### src/rtl/fwft_sync_fifo.sv
// Single-clock show-ahead FIFO: DEPTH-entry RAM feeding one output register, with occupancy count and almost-full flag.
// Optional sticky overflow/underflow flags are built only when FWFT_FIFO_ERR_FLAGS_EN is defined.
module fwft_sync_fifo #(
    parameter int WIDTH            = 89,
    parameter int DEPTH            = 8,
    parameter int PROG_FULL_THRESH = 3
) (
    input  logic                           clk,
    input  logic                           srst,
    input  logic [WIDTH-1:0]               din,
    input  logic                           wr_en,
    output logic                           full,
    output logic                           prog_full,
    output logic [WIDTH-1:0]               dout,
    output logic                           valid,
    input  logic                           rd_en,
    output logic                           empty,
    output logic [$clog2(DEPTH+2)-1:0]     data_count,
    output logic                           overflow,
    output logic                           underflow
);

    localparam int AW = $clog2(DEPTH);
    localparam int CW = $clog2(DEPTH + 2);
    localparam logic [CW-1:0] DEPTH_C  = CW'(DEPTH);
    localparam logic [CW-1:0] THRESH_C = CW'(PROG_FULL_THRESH);

    logic [WIDTH-1:0] mem_r [DEPTH];
    logic [AW-1:0]    wp_r;
    logic [AW-1:0]    rp_r;
    logic [CW-1:0]    ram_cnt_r;
    logic [WIDTH-1:0] dout_r;
    logic             valid_r;

    logic             full_s;
    logic             wr_acc_s;
    logic             pop_s;
    logic             load_s;
    logic [CW-1:0]    ram_cnt_nxt_s;

    // Handshake decode; full looks only at registered state, so a same-cycle pop never frees a write.
    always_comb begin
        full_s   = (ram_cnt_r == DEPTH_C);
        wr_acc_s = wr_en & ~full_s;
        pop_s    = rd_en & valid_r;
        load_s   = (~valid_r | pop_s) & (ram_cnt_r != {CW{1'b0}});
    end

    // RAM occupancy next-state.
    always_comb begin
        ram_cnt_nxt_s = ram_cnt_r;
        case ({wr_acc_s, load_s})
            2'b10:   ram_cnt_nxt_s = ram_cnt_r + CW'(1);
            2'b01:   ram_cnt_nxt_s = ram_cnt_r - CW'(1);
            default: ram_cnt_nxt_s = ram_cnt_r;
        endcase
    end

    // Storage array write port; contents are deliberately not cleared by reset.
    always_ff @(posedge clk) begin
        if (wr_acc_s && !srst) begin
            mem_r[wp_r] <= din;
        end
    end

    // Pointers and occupancy.
    always_ff @(posedge clk) begin
        if (srst) begin
            wp_r      <= {AW{1'b0}};
            rp_r      <= {AW{1'b0}};
            ram_cnt_r <= {CW{1'b0}};
        end else begin
            if (wr_acc_s) begin
                wp_r <= wp_r + AW'(1);
            end
            if (load_s) begin
                rp_r <= rp_r + AW'(1);
            end
            ram_cnt_r <= ram_cnt_nxt_s;
        end
    end

    // Show-ahead output register: refilled whenever it is empty or being consumed.
    always_ff @(posedge clk) begin
        if (srst) begin
            dout_r  <= {WIDTH{1'b0}};
            valid_r <= 1'b0;
        end else if (load_s) begin
            dout_r  <= mem_r[rp_r];
            valid_r <= 1'b1;
        end else if (pop_s) begin
            valid_r <= 1'b0;
        end
    end

`ifdef FWFT_FIFO_ERR_FLAGS_EN
    logic overflow_r;
    logic underflow_r;

    // Sticky error flags, cleared only by reset.
    always_ff @(posedge clk) begin
        if (srst) begin
            overflow_r  <= 1'b0;
            underflow_r <= 1'b0;
        end else begin
            if (wr_en && full_s) begin
                overflow_r <= 1'b1;
            end
            if (rd_en && !valid_r) begin
                underflow_r <= 1'b1;
            end
        end
    end

    assign overflow  = overflow_r;
    assign underflow = underflow_r;
`else
    assign overflow  = 1'b0;
    assign underflow = 1'b0;
`endif

    assign full       = full_s;
    assign dout       = dout_r;
    assign valid      = valid_r;
    assign empty      = ~valid_r;
    assign data_count = ram_cnt_r + {{(CW-1){1'b0}}, valid_r};
    assign prog_full  = (data_count >= THRESH_C);

endmodule
### config.mk
export PLATFORM = sky130hd
export DESIGN_NAME = fwft_sync_fifo
export DESIGN_NICKNAME = d
export VERILOG_FILES = /design/src/rtl/fwft_sync_fifo.sv
export SDC_FILE = /design/constraint.sdc
export NUM_CORES = 1
export LEC_CHECK = 0
export BUFFER_PORTS_ARGS = -buffer_cell sky130_fd_sc_hd__buf_4
export CAP_MARGIN = 20
export CORE_ASPECT_RATIO = 0.9
export CORE_MARGIN = 10
export CORE_UTILIZATION = 42
export CTS_CLUSTER_DIAMETER = 100
export DETAILED_ROUTE_END_ITERATION = 10
export PLACE_DENSITY = 0.69
export SLEW_MARGIN = 20
export SYNTH_ARGS = -nofsm -noshare
export SYNTH_HDL_FRONTEND = slang
export SYNTH_SLANG_ARGS = --single-unit
### constraint.sdc
create_clock -name clk -period 12.2 [get_ports clk]
set_input_delay 1.22 -clock clk [delete_from_list [all_inputs] [get_ports clk]]
set_output_delay 1.22 -clock clk [all_outputs]
set_load 0.005 [all_outputs]
==> flow_summary.json, run 1 <==
{
  "path_class": "reg2reg",
  "fp.dieArea_mm2": 0.0818,
  "grt-ovfl-total": 0,
  "crit_chain": "buf_6, buf_4, mux4_2, o22ai_1, nor3_2",
  "cts_root_buf": "clkbuf_16",
  "critical_path_required_ns": 12.69,
  "crit_path_max_incr_delay_ns": 0.91,
  "post_cts_buffers": 0,
  "cp-start-kind": "flop",
  "fill_cells": 5491,
  "yosysMostFrequentCell": "edfxtp_1",
  "syn_avg_cell_area_um2": 21.0,
  "max_freq_mhz": 281,
  "antenna_found_initial": 11,
  "place_congestion": 0.719,
  "final_cell_area_mm2": 0.0349,
  "fin_worst_skew_ns": 0.0291,
  "drt_iter0_markers": 1258,
  "place_ws_ns": 8.15,
  "grt_pass1_wl_mm": 98.4,
  "r2r_start": "rp_r[0]",
  "port_buffers": 189,
  "syn_area_mm2": 0.0297,
  "drt_pass1_iterations": 5,
  "ant_nets": 0,
  "cts.reportedPaths.clkPinSlew_ns": 0.06,
  "power.leakage_nw": 11.3,
  "grt_setup_unrepaired": "no",
  "hp-start": "dout[35]",
  "die_w_um": 300,
  "yosysTopAreaCell": "edfxtp_1",
  "wire_per_inst_um": 24.9,
  "area_growth_pct": 17.6,
  "cts.path.max_buffers": 3,
  "pin_count": 192,
  "dp_cells": 2488,
  "vias": 14396,
  "ys_warn_count": 0,
  "start_util_pct": 42.4,
  "synth_top_cells_by_count": "712 x edfxtp_1, 178 x mux4_2, 104 x nor2_1",
  "layout_setup_ws_ns": 8.65,
  "synth-edff-count": 712,
  "synth-async-reset-ratio_pct": 0,
  "slew_violations": 0,
  "grt.total_usage_pct": 15.9,
  "drv_cap": 0,
  "worstMarginPinSlew_ns": 1.10,
  "fin_setup_tns_ns": 0,
  "ctsResizeCount": 0,
  "grt_pass1_vias": 15177,
  "min_path_type": "reg2reg",
  "cpMaxStageDelayCell": "dfxtp_4",
  "max-vdd-ir-drop_mv": 0.172,
  "drive_gt1_share_pct": 32.3,
  "cts_tree": "yes",
  "outcome": "completed",
  "chipHeight_um": 272,
  "rows": 92,
  "routed_wl_mm": 65.9,
  "max_slew_margin_pct": 26.7,
  "ys_seq_elements": 812,
  "cts.sinks": 812,
  "grt_start_max_net_pins": 75,
  "crit_fanout": 52,
  "period_share_pct": 29.1,
  "setup_violations": 0,
  "cts_made_buffers": 82,
  "hold_viol_final": 0,
  "core_area_mm2": 0.0701,
  "final_nets": 1735,
  "post-route-drc-count": 0,
  "syn_inst": 1415,
  "synth_seq_area_share_pct": 78.7,
  "cts_max_level": 3,
  "period_minus_slack_ns": 3.55,
  "startpoint": "rp_r[0]",
  "cts_hold_buf": 0,
  "power_density_mw_per_mm2": 221,
  "ys_top_cells_by_area": "edfxtp_1 72%, mux4_2 13%, dfxtp_1 6.7%",
  "via_per_inst": 5.44,
  "worstSetupEndpointType": "flop",
  "critPathArrivalTime_ns": 4.05,
  "total_power_mw": 7.71,
  "yosysTopAreaCellShare_pct": 71.9,
  "post_layout_nonfiller_instances": 2648,
  "synth_ff_type": "edfxtp_1",
  "place_area_mm2": 0.0322,
  "synth_cell_type_count": 34,
  "insertion_delay_ns": 0.63,
  "hpwlAfterDp_mm": 36.8
}
[critical path, delay by kind of cell (launching register included)]
family                 cells  cell delay [ns]
AND/OR/NAND/NOR            1             0.08
multiplexers               1             0.61
buffers and inverters      2             1.55
flip-flops                 1             0.91
AO/OA/AOI/OAI              1             0.20
[logic make-up after synthesis]
logic type,share of synthesized area (%)
AND/OR/NAND/NOR,3.63
adder cells (fa/ha/maj),0.362
buffers and inverters,1.53
AO/OA/AOI/OAI,2.05
other,0.0126
multiplexers,13.5
flip-flops,78.7
XOR/XNOR,0.236
[state kept, by name (all words and copies together), names as in the netlist]
signal	count
mem_r	712
dout	89
ram_cnt_r	4
rp_r	3
valid	1
wp_r	3
[metrics by stage]
stage               util [%]  hold WS, ns
floorplan                  -        0.480
global placement        45.9        0.481
detailed placement      45.9        0.481
CTS                     49.8        0.495
global route            49.8        0.509
finish                  49.9        0.493
[where the power goes]
group	switching, mW	internal (mW)	leakage (nW)	total [mW]
sequential	0.174	3.25	7.26	3.42
clock	1.02	1.45	1.31	2.47
combinational	0.982	0.832	2.76	1.81
[cell usage in the layout (no fill, tap or decap), types with 7 or more instances in the layout]
master	Yosys	final
a21oi_1	7	7
buf_4	5	214
clkbuf_1	29	29
clkbuf_16	0	85
clkbuf_8	0	12
clkinv_2	0	10
dfxtp_1	100	98
edfxtp_1	712	712
ha_1	7	7
inv_1	7	7
mux4_2	178	178
nor2_1	104	101
nor3_1	73	70
nor3_2	19	22
o22ai_1	89	89
[cell type report]
class	instances	area, um^2	share of cell area (%)
Clock inverter	28	288	0.823
Timing Repair Buffer	219	1700	4.85
Multi-Input combinational cell	512	5960	17.1
Antenna cell	4	10.0	0.0286
Inverter	7	26.3	0.0752
Clock buffer	126	2400	6.87
Sequential cell	812	23400	66.9
Tap cell	940	1180	3.37
[routing by layer]
metal / up-vias / GRT usage, % / share of wire [%]
li1: 6267 / - / -
met1: 7624 / 20.1 / 41
met2: 372 / 26.6 / 50
met3: 117 / 4.61 / 6.8
met4: 16 / 4.16 / 2.0
met5: - / 0 / 0.19
[final timing paths]
check | slack [ns] | depth (start not counted) | end
max | 8.65 | 5 | dout[14]
max reg2reg | 8.65 | 5 | dout[14]
min reg2reg | 0.49 | 2 | dout[35]
min | 0.49 | 2 | dout[35]
Power figures use the tool's default switching activity.
==> run 2: changes to the inputs <==
--- a/config.mk
+++ b/config.mk
@@ -12,7 +12,7 @@
 export CORE_UTILIZATION = 42
 export CTS_CLUSTER_DIAMETER = 100
 export DETAILED_ROUTE_END_ITERATION = 10
-export PLACE_DENSITY = 0.69
+export PLACE_DENSITY = 0.71
 export SLEW_MARGIN = 20
 export SYNTH_ARGS = -nofsm -noshare
 export SYNTH_HDL_FRONTEND = slang
==> constraint.sdc (replaced) <==
create_clock -name clk -period 3.1 [get_ports clk]
set_input_delay 0.31 -clock clk [delete_from_list [all_inputs] [get_ports clk]]
set_output_delay 0.31 -clock clk [all_outputs]
set_load 0.005 [all_outputs]
==> run 2 against run 1 <==
Effect of this change:
- final area increased by 3.9%
- critical path type unchanged
- clock skew about the same
- highest routed layer unchanged
- first-iteration DRC count decreased by 11%
- sequential cell count unchanged
==> flow_summary.json, run 2 (synthesis results as in run 1) <==
{
  "outcome": "completed",
  "area_growth_pct": 22.1,
  "cts_max_level": 3,
  "start_util_pct": 42.4,
  "fill_cells": 5456,
  "routed_wl_mm": 66.3,
  "max_freq_mhz": 362,
  "slew_violations": 0,
  "drv_cap": 0,
  "ant_nets": 0,
  "critical_path_required_ns": 3.62,
  "hold_viol_final": 0,
  "cp-start-kind": "flop",
  "antenna_found_initial": 3,
  "cts.path.max_buffers": 3,
  "grt.total_usage_pct": 16.1,
  "min_path_type": "in2reg",
  "grt_pass1_vias": 15806,
  "hpwlAfterDp_mm": 35.8,
  "chipHeight_um": 272,
  "insertion_delay_ns": 0.63,
  "post_cts_buffers": 0,
  "fin_worst_skew_ns": 0.0296,
  "drive_gt1_share_pct": 32.0,
  "drt_iter0_markers": 1116,
  "cts.sinks": 812,
  "path_class": "reg2reg",
  "via_per_inst": 5.42,
  "largest_register_ffs": 712,
  "critPathArrivalTime_ns": 3.28,
  "hold_ws_ns": 0.206,
  "power.leakage_nw": 11.9,
  "cts.reportedPaths.clkPinSlew_ns": 0.06,
  "final_common_cell": "edfxtp_1",
  "final_cell_mix": "712 x edfxtp_1, 214 x buf_4, 178 x mux4_2",
  "regMostFlops": "mem_r",
  "max-vdd-ir-drop_mv": 0.625,
  "die_w_um": 300,
  "grt-ovfl-total": 0,
  "grt_start_max_net_pins": 71,
  "power_density_mw_per_mm2": 851,
  "fp.dieArea_mm2": 0.0818,
  "grt_pass1_wl_mm": 99.9,
  "final_nets": 1843,
  "total_power_mw": 30.9,
  "rows": 92,
  "place_congestion": 0.740,
  "grt_setup_unrepaired": "no",
  "cts_root_buf": "clkbuf_16",
  "wire_per_inst_um": 24.1,
  "vias": 14919,
  "worstSetupEndpointType": "flop",
  "setup_violations": 0,
  "max_slew_margin_pct": 25.9,
  "pin_count": 192,
  "cts_tree": "yes",
  "cts_made_buffers": 82,
  "port_buffers": 189,
  "core_area_mm2": 0.0701,
  "drt_pass1_iterations": 5,
  "crit_fanout": 7,
  "post-route-drc-count": 0,
  "period_share_pct": 89.0,
  "period_minus_slack_ns": 2.76,
  "worstMarginPinSlew_ns": 1.11
}
-- run 2: power by group --
part | internal (mW) | total (mW) | leakage [nW] | switching (mW)
combinational | 3.65 | 7.60 | 3.29 | 3.95
clock | 5.80 | 9.89 | 1.33 | 4.09
sequential | 12.8 | 13.4 | 7.26 | 0.636
-- run 2: worst max-delay path: stages, from the launching register on --
cell and delay [ns]:
dfxtp_2 0.36, or4b_4 0.61, nand2_4 0.19, ha_1 0.23, ha_1 0.28, a21oi_1 0.19
a21oi_1 0.13, or4_1 0.50, a21oi_1 0.17
-- run 2: worst paths after layout --
path	from	end	slack [ns]	cells past startpoint
worst max-delay path	ram_cnt_r[0]	ram_cnt_r[3]	0.34	8
worst max register to register	ram_cnt_r[0]	ram_cnt_r[3]	0.34	8
worst min-delay path	srst	rp_r[0]	0.21	2
worst min register to register	dout[23]	dout[23]	0.49	2
-- run 2: timing repair --
action | in CTS | in global routing
resized for setup | 0 | 0
endpoints found under the hold margin | 713 | 0
hold buffers | 90 | 0
-- run 2: layer usage --
metal  track usage, %  vias up  wire (um)
met2             26.6      465      33100
met3             3.10      111       4050
met4             4.95        4       1510
met5                0        -         25
li1                 -     6488          -
met1             21.3     7851      27600
-- run 2: layout make-up --
type	instances	area (um^2)	area share, %
inverter	7	26.3	0.0724
multi-input combinational	512	6020	16.6
clock inverter	40	433	1.19
timing repair buffer	327	2970	8.17
antenna	1	2.50	0.00689
clock buffer	113	2290	6.31
tap	940	1180	3.24
sequential	812	23400	64.4
-- run 2: through the flow --
stage / area (um^2) / util (%) / setup WS, ns / std cells / TNS [ns]
finish: 36300 / 51.8 / 0.341 / 2752 / 0
floorplan: 29900 / - / -1.05 / 1416 / -372.55
global placement: 32700 / 46.6 / 0.450 / 2508 / 0
global route: 36300 / 51.8 / 0.226 / 2752 / 0
CTS: 36300 / 51.8 / 0.372 / 2751 / 0
detailed placement: 32700 / 46.6 / 0.384 / 2508 / 0
==> run 3: changes to the inputs <==
--- a/config.mk
+++ b/config.mk
@@ -13,6 +13,7 @@
 export CTS_CLUSTER_DIAMETER = 100
 export DETAILED_ROUTE_END_ITERATION = 10
 export PLACE_DENSITY = 0.71
+export REMOVE_ABC_BUFFERS = 1
 export SLEW_MARGIN = 20
 export SYNTH_ARGS = -nofsm -noshare
 export SYNTH_HDL_FRONTEND = slang
==> run 3 against run 2 <==
Effect of this change:
- count of clock-buffer cells in the layout increased by 6
- final area fell by 0.23%
- wire length is 0.55% higher
- clock skew fell by 0.015 ns
==> flow_summary.json, run 3 (synthesis results as in run 1) <==
{
  "total_power_mw": 30.8,
  "use_met2_pct": 26.6,
  "core_area_mm2": 0.0701,
  "path_class": "reg2reg",
  "cts_max_level": 3,
  "cts_root_buf": "clkbuf_16",
  "setup_violations": 0,
  "drive_gt1_share_pct": 31.3,
  "fin_worst_skew_ns": 0.0149,
  "worstMarginPinSlew_ns": 0.735,
  "via_per_inst": 5.42,
  "drt_iter0_markers": 1098,
  "cts.path.max_buffers": 3,
  "port_buffers": 189,
  "grt_start_max_net_pins": 90,
  "grtUsageMet1_pct": 22.1,
  "drt_pass1_iterations": 5,
  "fp.dieArea_mm2": 0.0818,
  "outcome": "completed",
  "r2r_slack_ns": 0.12,
  "crit_fanout": 7,
  "grt_pass1_wl_mm": 102,
  "cts.reportedPaths.clkPinSlew_ns": 0.06,
  "period_share_pct": 96.1,
  "period_minus_slack_ns": 2.98,
  "rows": 92,
  "die_w_um": 300,
  "worstSetupEndpointType": "flop",
  "place_congestion": 0.746,
  "fin_util_pct": 51.7,
  "grt_use_met3_pct": 3.58,
  "post_cts_buffers": 0,
  "routed_wl_mm": 66.6,
  "wire_per_inst_um": 24.3,
  "power.leakage_nw": 11.9,
  "power_density_mw_per_mm2": 851,
  "cts_tree": "yes",
  "slew_violations": 0,
  "chipHeight_um": 272,
  "area_growth_pct": 21.9,
  "top_usage_layer": "met2",
  "final_common_cell": "edfxtp_1",
  "hold_viol_final": 0,
  "ctsResizeCount": 0,
  "pin_count": 192,
  "cp-start-kind": "flop",
  "final_cell_mix": "712 x edfxtp_1, 206 x buf_4, 178 x mux4_2",
  "critical_path_required_ns": 3.64,
  "cts_hold_buf": 90,
  "post-route-drc-count": 0,
  "ant_nets": 0,
  "hpwlAfterDp_mm": 34.4,
  "grt.total_usage_pct": 16.3,
  "grt-ovfl-total": 0,
  "start_util_pct": 42.4,
  "final_nets": 1839,
  "vias": 14875,
  "critPathArrivalTime_ns": 3.52,
  "place_ws_ns": 0.226,
  "largest_register_ffs": 712,
  "min_path_type": "in2reg",
  "cts.sinks": 812,
  "grt_setup_unrepaired": "no",
  "insertion_delay_ns": 0.62,
  "layout_setup_ws_ns": 0.119,
  "cts_made_buffers": 84,
  "antenna_found_initial": 5,
  "max_slew_margin_pct": 51.0,
  "max_freq_mhz": 336,
  "regMostFlops": "mem_r",
  "grt_pass1_vias": 16003,
  "max-vdd-ir-drop_mv": 0.633,
  "drv_cap": 0
}
==> run 3: cell types whose count changed in the layout (fill, tap and decap cells not counted), moves of 3 or more <==
cell      previous run  this run
buf_4              214       206
dfxtp_1             93        98
dfxtp_2              5         0
clkbuf_8             8        11
clkinv_8             3         0
nor3_2              19        22
nor3_4               3         0
==> run 3: final timing paths <==
path / from / endpoint / depth (start not counted)
worst max-delay path: ram_cnt_r[0] / ram_cnt_r[3] / 8
worst min-delay path: srst / wp_r[0] / 2
worst max register to register: ram_cnt_r[0] / ram_cnt_r[3] / 8
worst min register to register: dout[75] / dout[75] / 2
==> run 3: stage by stage <==
step                instances  TNS (ns)  area (um^2)  hold WS [ns]
finish                   2746         0        36200         0.201
global route             2746         0        36200         0.225
CTS                      2744         0        36200         0.166
detailed placement       2502         0        32600         0.482
global placement         2502         0        32600         0.480
floorplan                1331  -3424.33        29300         0.379
==> run 3: layer usage <==
layer,share of wire (%),vias up
met4,1.9,6
li1,-,6478
met5,0.045,-
met3,6.6,100
met2,49,473
met1,43,7818
==> run 3: report_power, final <==
| part | switching (mW) | internal [mW] |
|---|---|---|
| clock network | 4.01 | 5.89 |
| logic | 3.91 | 3.57 |
| registers | 0.680 | 12.8 |
==> run 3: area by class of cell <==
cell class,instances,area (um^2)
fillers,5431,33900
multi-input cells,512,5960
clock inverters,33,355
diodes,2,5.00
repair buffers,321,2950
inverters,7,26.3
well taps,940,1180
clock buffers,119,2360
flip-flops and latches,812,23400
==> run 3: worst max-delay path: stages (launching register included) <==
cell and delay, ns:
dfxtp_1 0.38, or4b_2 0.79, nand2_2 0.23, ha_1 0.25, ha_1 0.29, a21oi_1 0.17, a21oi_1 0.11, or4_1 0.51
a21oi_1 0.18
